$ cat config.mk
export PLATFORM = sky130hd
export DESIGN_NAME = mult_div_unit
export DESIGN_NICKNAME = d
export VERILOG_FILES = /design/src/rtl/mult_div_unit.sv
export SDC_FILE = /design/constraint.sdc
export NUM_CORES = 1
export LEC_CHECK = 0
export BUFFER_PORTS_ARGS = -buffer_cell sky130_fd_sc_hd__buf_2
export CAP_MARGIN = 20
export CORE_ASPECT_RATIO = 0.5
export CORE_MARGIN = 5
export CORE_UTILIZATION = 60
export DETAILED_ROUTE_END_ITERATION = 8
export GPL_ROUTABILITY_DRIVEN = 0
export PLACE_DENSITY = 0.81
export SLEW_MARGIN = 20
export SYNTH_ARGS = -nofsm -noshare
export SYNTH_HDL_FRONTEND = slang
export SYNTH_SLANG_ARGS = --single-unit
export TNS_END_PERCENT = 5
$ cat constraint.sdc
create_clock -name Clock -period 5.75 [get_ports Clock]
set_clock_uncertainty 0.1 [all_clocks]
set_input_delay 1.15 -clock Clock [delete_from_list [all_inputs] [get_ports Clock]]
set_output_delay 1.15 -clock Clock [all_outputs]
set_load 0.02 [all_outputs]
$ cat src/rtl/mult_div_unit.sv
// Iterative radix-2 MIPS multiply/divide unit (MULT, MULTU, DIV, DIVU).
// Works on operand magnitudes and applies the sign correction when entering DONE.
module mult_div_unit #(
   parameter int WIDTH = 32
) (
   input  logic             Clock,
   input  logic             ResetN,
   input  logic             Start,
   input  logic [1:0]       Op,
   input  logic [WIDTH-1:0] A,
   input  logic [WIDTH-1:0] B,
   output logic             Busy,
   output logic             Done,
   output logic [WIDTH-1:0] Hi,
   output logic [WIDTH-1:0] Lo
);

   localparam int CW = $clog2(WIDTH + 1);

   typedef enum logic [1:0] {
      S_IDLE,
      S_RUN,
      S_DONE
   } state_t;

   state_t           r_state;
   state_t           w_state_next;
   logic [CW-1:0]    r_cnt;
   logic             r_op_div;
   logic             r_neg_q;
   logic             r_neg_r;
   logic             r_b_zero;
   logic [WIDTH-1:0] r_mb;
   logic [WIDTH-1:0] r_acc_hi;
   logic [WIDTH-1:0] r_acc_lo;
   logic [WIDTH-1:0] r_hi;
   logic [WIDTH-1:0] r_lo;

   logic w_capture;
   logic w_iterate;
   logic w_finish;

   // Operand capture: signed ops keep magnitudes plus the result sign flags
   logic             w_signed;
   logic             w_sa;
   logic             w_sb;
   logic [WIDTH-1:0] w_mag_a;
   logic [WIDTH-1:0] w_mag_b;

   assign w_signed = ~Op[0];
   assign w_sa     = w_signed & A[WIDTH-1];
   assign w_sb     = w_signed & B[WIDTH-1];
   assign w_mag_a  = w_sa ? -A : A;
   assign w_mag_b  = w_sb ? -B : B;

   // Shift-add multiply step: {acc_hi, acc_lo} shifts right, acc_lo[0] is the multiplier bit
   logic [WIDTH:0] w_madd;
   assign w_madd = {1'b0, r_acc_hi} + (r_acc_lo[0] ? {1'b0, r_mb} : {(WIDTH+1){1'b0}});

   // Restoring divide step: acc_hi is the partial remainder, acc_lo shifts dividend out / quotient in
   logic [WIDTH:0] w_dshift;
   logic [WIDTH:0] w_dsub;
   logic           w_dge;
   assign w_dshift = {r_acc_hi, r_acc_lo[WIDTH-1]};
   assign w_dsub   = w_dshift - {1'b0, r_mb};
   assign w_dge    = (w_dshift >= {1'b0, r_mb});

   logic [2*WIDTH-1:0] w_prod;
   logic [2*WIDTH-1:0] w_prod_fix;
   logic [WIDTH-1:0]   w_quo_fix;
   logic [WIDTH-1:0]   w_rem_fix;
   assign w_prod     = {r_acc_hi, r_acc_lo};
   assign w_prod_fix = r_neg_q ? -w_prod : w_prod;
   // A zero divisor yields all-ones quotient; remainder magnitude is |A|, so sign fix restores A
   assign w_quo_fix  = r_b_zero ? {WIDTH{1'b1}} : (r_neg_q ? -r_acc_lo : r_acc_lo);
   assign w_rem_fix  = r_neg_r ? -r_acc_hi : r_acc_hi;

   always_ff @(posedge Clock or negedge ResetN) begin
      if (!ResetN) begin
         r_state <= S_IDLE;
      end else begin
         r_state <= w_state_next;
      end
   end

   always_comb begin
      w_state_next = r_state;
      w_capture    = 1'b0;
      w_iterate    = 1'b0;
      w_finish     = 1'b0;
      Busy         = 1'b0;
      Done         = 1'b0;
      case (r_state)
         S_IDLE: begin
            if (Start) begin
               w_capture    = 1'b1;
               w_state_next = S_RUN;
            end
         end
         S_RUN: begin
            Busy = 1'b1;
            if (r_cnt == CW'(WIDTH)) begin
               w_finish     = 1'b1;
               w_state_next = S_DONE;
            end else begin
               w_iterate = 1'b1;
            end
         end
         S_DONE: begin
            Busy         = 1'b1;
            Done         = 1'b1;
            w_state_next = S_IDLE;
         end
         default: w_state_next = S_IDLE;
      endcase
   end

   always_ff @(posedge Clock or negedge ResetN) begin
      if (!ResetN) begin
         r_cnt    <= '0;
         r_op_div <= 1'b0;
         r_neg_q  <= 1'b0;
         r_neg_r  <= 1'b0;
         r_b_zero <= 1'b0;
         r_mb     <= '0;
         r_acc_hi <= '0;
         r_acc_lo <= '0;
         r_hi     <= '0;
         r_lo     <= '0;
      end else begin
         if (w_capture) begin
            r_cnt    <= '0;
            r_op_div <= Op[1];
            r_neg_q  <= w_sa ^ w_sb;
            r_neg_r  <= w_sa;
            r_b_zero <= (B == '0);
            r_mb     <= w_mag_b;
            r_acc_hi <= '0;
            r_acc_lo <= w_mag_a;
         end
         if (w_iterate) begin
            r_cnt <= r_cnt + CW'(1);
            if (r_op_div) begin
               r_acc_hi <= w_dge ? w_dsub[WIDTH-1:0] : w_dshift[WIDTH-1:0];
               r_acc_lo <= {r_acc_lo[WIDTH-2:0], w_dge};
            end else begin
               r_acc_hi <= w_madd[WIDTH:1];
               r_acc_lo <= {w_madd[0], r_acc_lo[WIDTH-1:1]};
            end
         end
         if (w_finish) begin
            if (r_op_div) begin
               r_hi <= w_rem_fix;
               r_lo <= w_quo_fix;
            end else begin
               r_hi <= w_prod_fix[2*WIDTH-1:WIDTH];
               r_lo <= w_prod_fix[WIDTH-1:0];
            end
         end
      end
   end

   assign Hi = r_hi;
   assign Lo = r_lo;

endmodule

==> flow_summary_export.csv <==
group,metric,value,unit
finish,filler_cells,2005,
floorplan,die-width,226,um
clock_network,worst_skew_pair.late_latency,0.45,ns
synthesis,ys.flop_type,"dfrtp_1",
setup_path,maximum_single_stage_delay_on_the_critical_path,0.45,ns
clock_network,cts_num_sinks,172,
placement,placement.io_buffers,134,
detailed_routing,drcViolationCount,0,
run,count_of_max_cap_constraint_violations,0,
detailed_routing,drt-initial-drc-count,1450,
synthesis,yosys.area_share.xor_xnor,0.105,
timing,fin_crit,4.14,ns
timing,maxClockFrequency,0.242,GHz
finish,drive_above_1_share,0.113,
detailed_routing,detail_route.first_pass.iterations,7,
clock_network,clkSlewWorstSetupHoldPaths,0.07,ns
detailed_routing,route.final.wire_length,40700,um
pwr,powerDensity,676,nW/um2
clock_network,clock_path_buffers,2,
synthesis,cell_area_after_synthesis,14000,um2
synthesis,synthesis.instances,1774,
synthesis,largest_family_of_logic_cells_by_synthesized_area,"compound AO/OA/AOI/OAI gates",
detailed_routing,average_wire_length_per_cell_after_detail_routing,18.8,um
clock_network,clock_tree.htree_level_count,4,
setup_path,crit_type,"reg -> reg",
setup_path,cp.required,5.97,ns
setup_path,cp_cell_sequence,"inv_1 > buf_4 > nor2_1 > ha_1 > a2111oi_0 > o21ai_0 > a21o_1 > o21ai_0 > o221ai_1 > nand4_1 > mux2_2 > o31ai_1 > o31ai_1",
global_routing,overflow,0,
timing,final.period_utilization,0.720,
detailed_routing,ant_nets,0,
global_routing,grt_pass1_wl,66600,um
timing,rsz_0062_raised_after_global_routing,"false",
run_status,outcome,"complete, no violations",
global_routing,total_routing_resource_utilization_after_global_routing,0.302,
setup_path,critical-path-slowest-cell,"dfrtp_1",
pwr,power.leakage,7.01,nW
synthesis,post_synth_most_frequent_cells,"nor2_1 (185), nand2_1 (179), a21oi_1 (175)",
setup_path,worst_ep_arrival_time,4.36,ns
global_routing,number_of_global_route_vias_before_repair,13007,
synthesis,post_synth_main_area_contributors,"dfrtp_1 (31%), ha_1 (6.6%), a21oi_1 (6.2%)",
synthesis,yosys_warnings,0,
setup_path,critPathMaxFanout,30,
synthesis,synth_adder_area_share,0.0688,
clock_network,cts_root_buf,"clkbuf_16",
timing,final_hold_viol_count,0,
clock_network,post_cts_hold_buffer_count,0,
clock_network,post_cts.resized_instances,0,
floorplan,start_util,0.612,
synthesis,synthDistinctLibCells,73,
synthesis,synth-seq-area-share,0.307,
placement,hpwl_detailed,30100,um
setup_path,critical_path.startpoint_type,"register",
timing,worst_slew_pin_slew,1.05,ns
finish,layout.core_utilization,0.676,
finish,nNetsFinal,1985,
finish,syn_to_final_growth,10.4,%
floorplan,core,22900,um2
detailed_routing,via_count,13761,
timing,final-setup-viol-count,0,
detailed_routing,route.detailed.vias_per_inst,6.37,
synthesis,syn_nets,1919,
floorplan,ioPinCount,135,
synthesis,number_of_synthesized_flops_with_an_enable_pin,0,
finish,antenna_cells,0,
hold_path,worst_hold_path_type,"reg -> reg",
timing,relSlewSlack,0.297,
synthesis,avgSynthCellArea,7.91,um2
floorplan,die_h,118,um
timing,setup_total_negative_slack,0,ns
global_routing,grt_antenna_before_repair,0,
synthesis,synthesized_area_fraction_occupied_by_and_or_nand_nor_cells,0.186,
floorplan,die_area,26700,um2
finish,multiInputGateArea,9110,um2
synthesis,async_reset_ff_frac,1.00,
synthesis,post_synthesis_compound_gate_area_fraction,0.255,
pwr,vdd_drop_max,0.286,mV
finish,area.sequential,4310,um2
clock_network,cts_made_buffers,17,
synthesis,post_synth_mux_area_share,0.0324,
floorplan,fp-row-count,39,
synthesis,synth.largest_area_cell,"dfrtp_1",
synthesis,postSynthRegisterBits,172,
clock_network,tritoncts,"done",
synthesis,synth_top_area_frac,0.307,
timing,drv_slew,0,
setup_path,end_kind,"register",
global_routing,grt_max_degree,80,
clock_network,post_cts_buffers,0,
synthesis,synth.most_common_cell,"nor2_1",
[report_power, final]
part	total, mW	switching (mW)	internal (mW)	leakage, nW
Sequential	2.40	0.694	1.70	2.20
Combinational	6.81	4.15	2.66	4.51
Clock	1.27	0.567	0.701	0.304
[through the flow]
step | instances | hold slack, ns | instance area (um2) | setup slack, ns | total power [mW]
2_1_floorplan | 1774 | 0.344 | 14000 | 2.13 | 7.31
3_3_place_gp | 2127 | 0.359 | 14800 | 1.77 | 8.89
3_5_place_dp | 2127 | 0.367 | 14800 | 1.72 | 9.01
4_1_cts | 2159 | 0.383 | 15500 | 1.72 | 10.3
5_1_grt | 2160 | 0.399 | 15500 | 1.26 | 11.3
6_report | 2160 | 0.377 | 15500 | 1.61 | 10.5
[registers in the layout (all words and copies together), names as in the netlist]
register	count
Lo	32
r_cnt	6
r_acc_hi	32
r_neg_r	1
r_mb	32
r_state	2
Hi	32
r_acc_lo	32
r_op_div	1
r_b_zero	1
r_neg_q	1
[per-layer routing]
metal | GRT usage | up-vias | routed length, um
li1 | - | 6493 | -
met1 | 0.412 | 6522 | 17300
met2 | 0.481 | 627 | 18800
met3 | 0.0647 | 119 | 3300
met4 | 0.101 | 0 | 1340
met5 | 0 | - | 0
[cell usage in the layout, fill, tap and decap left out, types with 4 or more instances in the layout]
master,count
a2111oi_0,4
a211o_1,5
a211oi_1,38
a21o_1,40
a21oi_1,174
a22oi_1,11
a31oi_1,20
and2_1,10
buf_2,133
buf_4,14
clkbuf_16,17
dfrtp_1,171
ha_1,74
inv_1,68
mux2_2,4
mux2i_1,41
nand2_1,177
nand2b_1,14
nand3_1,28
nand4_1,13
nor2_1,183
nor2b_1,11
nor3_1,28
nor3b_1,5
nor4_1,17
o211ai_1,16
o21a_1,12
o21ai_0,166
o21ai_1,14
o21bai_1,9
o22ai_1,4
o31ai_1,25
o41ai_1,11
or3_1,27
or4_1,12
xnor2_1,94
xor2_1,75
[logic make-up after synthesis]
logic type	count (synthesis)
flip-flops	172
XOR/XNOR	169
AO/OA/AOI/OAI	587
adder cells (fa/ha/maj)	76
buffers and inverters	170
AND/OR/NAND/NOR	555
multiplexers	45
[path summary, 6_finish.rpt]
kind,slack [ns],to,cells after the start,start
setup / recovery,1.61,r_acc_hi[30],13,r_acc_lo[0]
hold / removal,0.38,r_mb[26],2,r_mb[26]
setup reg to reg,1.61,r_acc_hi[30],13,r_acc_lo[0]
hold reg to reg,0.38,r_mb[26],2,r_mb[26]
max in group asynchronous,3.78,Hi[27],2,ResetN
min in group asynchronous,0.61,r_acc_lo[9],1,ResetN
[worst max-delay path: cells and delay by family, from the launching register on]
family,cells,cell delay (ns)
muxes,1,0.35
AOI/OAI and AO/OA,7,1.95
DFF,1,0.45
buffers and inverters,2,0.48
adders and majority gates,1,0.34
and+or+nand+nor,2,0.30
[area by class of cell]
type / instances / area share
sequential: 172 / 0.278
clock buffer: 17 / 0.0275
clock inverter: 15 / 0.0135
multi-input combinational: 1432 / 0.588
timing repair buffer: 149 / 0.0518
inverter: 68 / 0.0165
tap: 307 / 0.0248
Power figures use the tool's default switching activity.
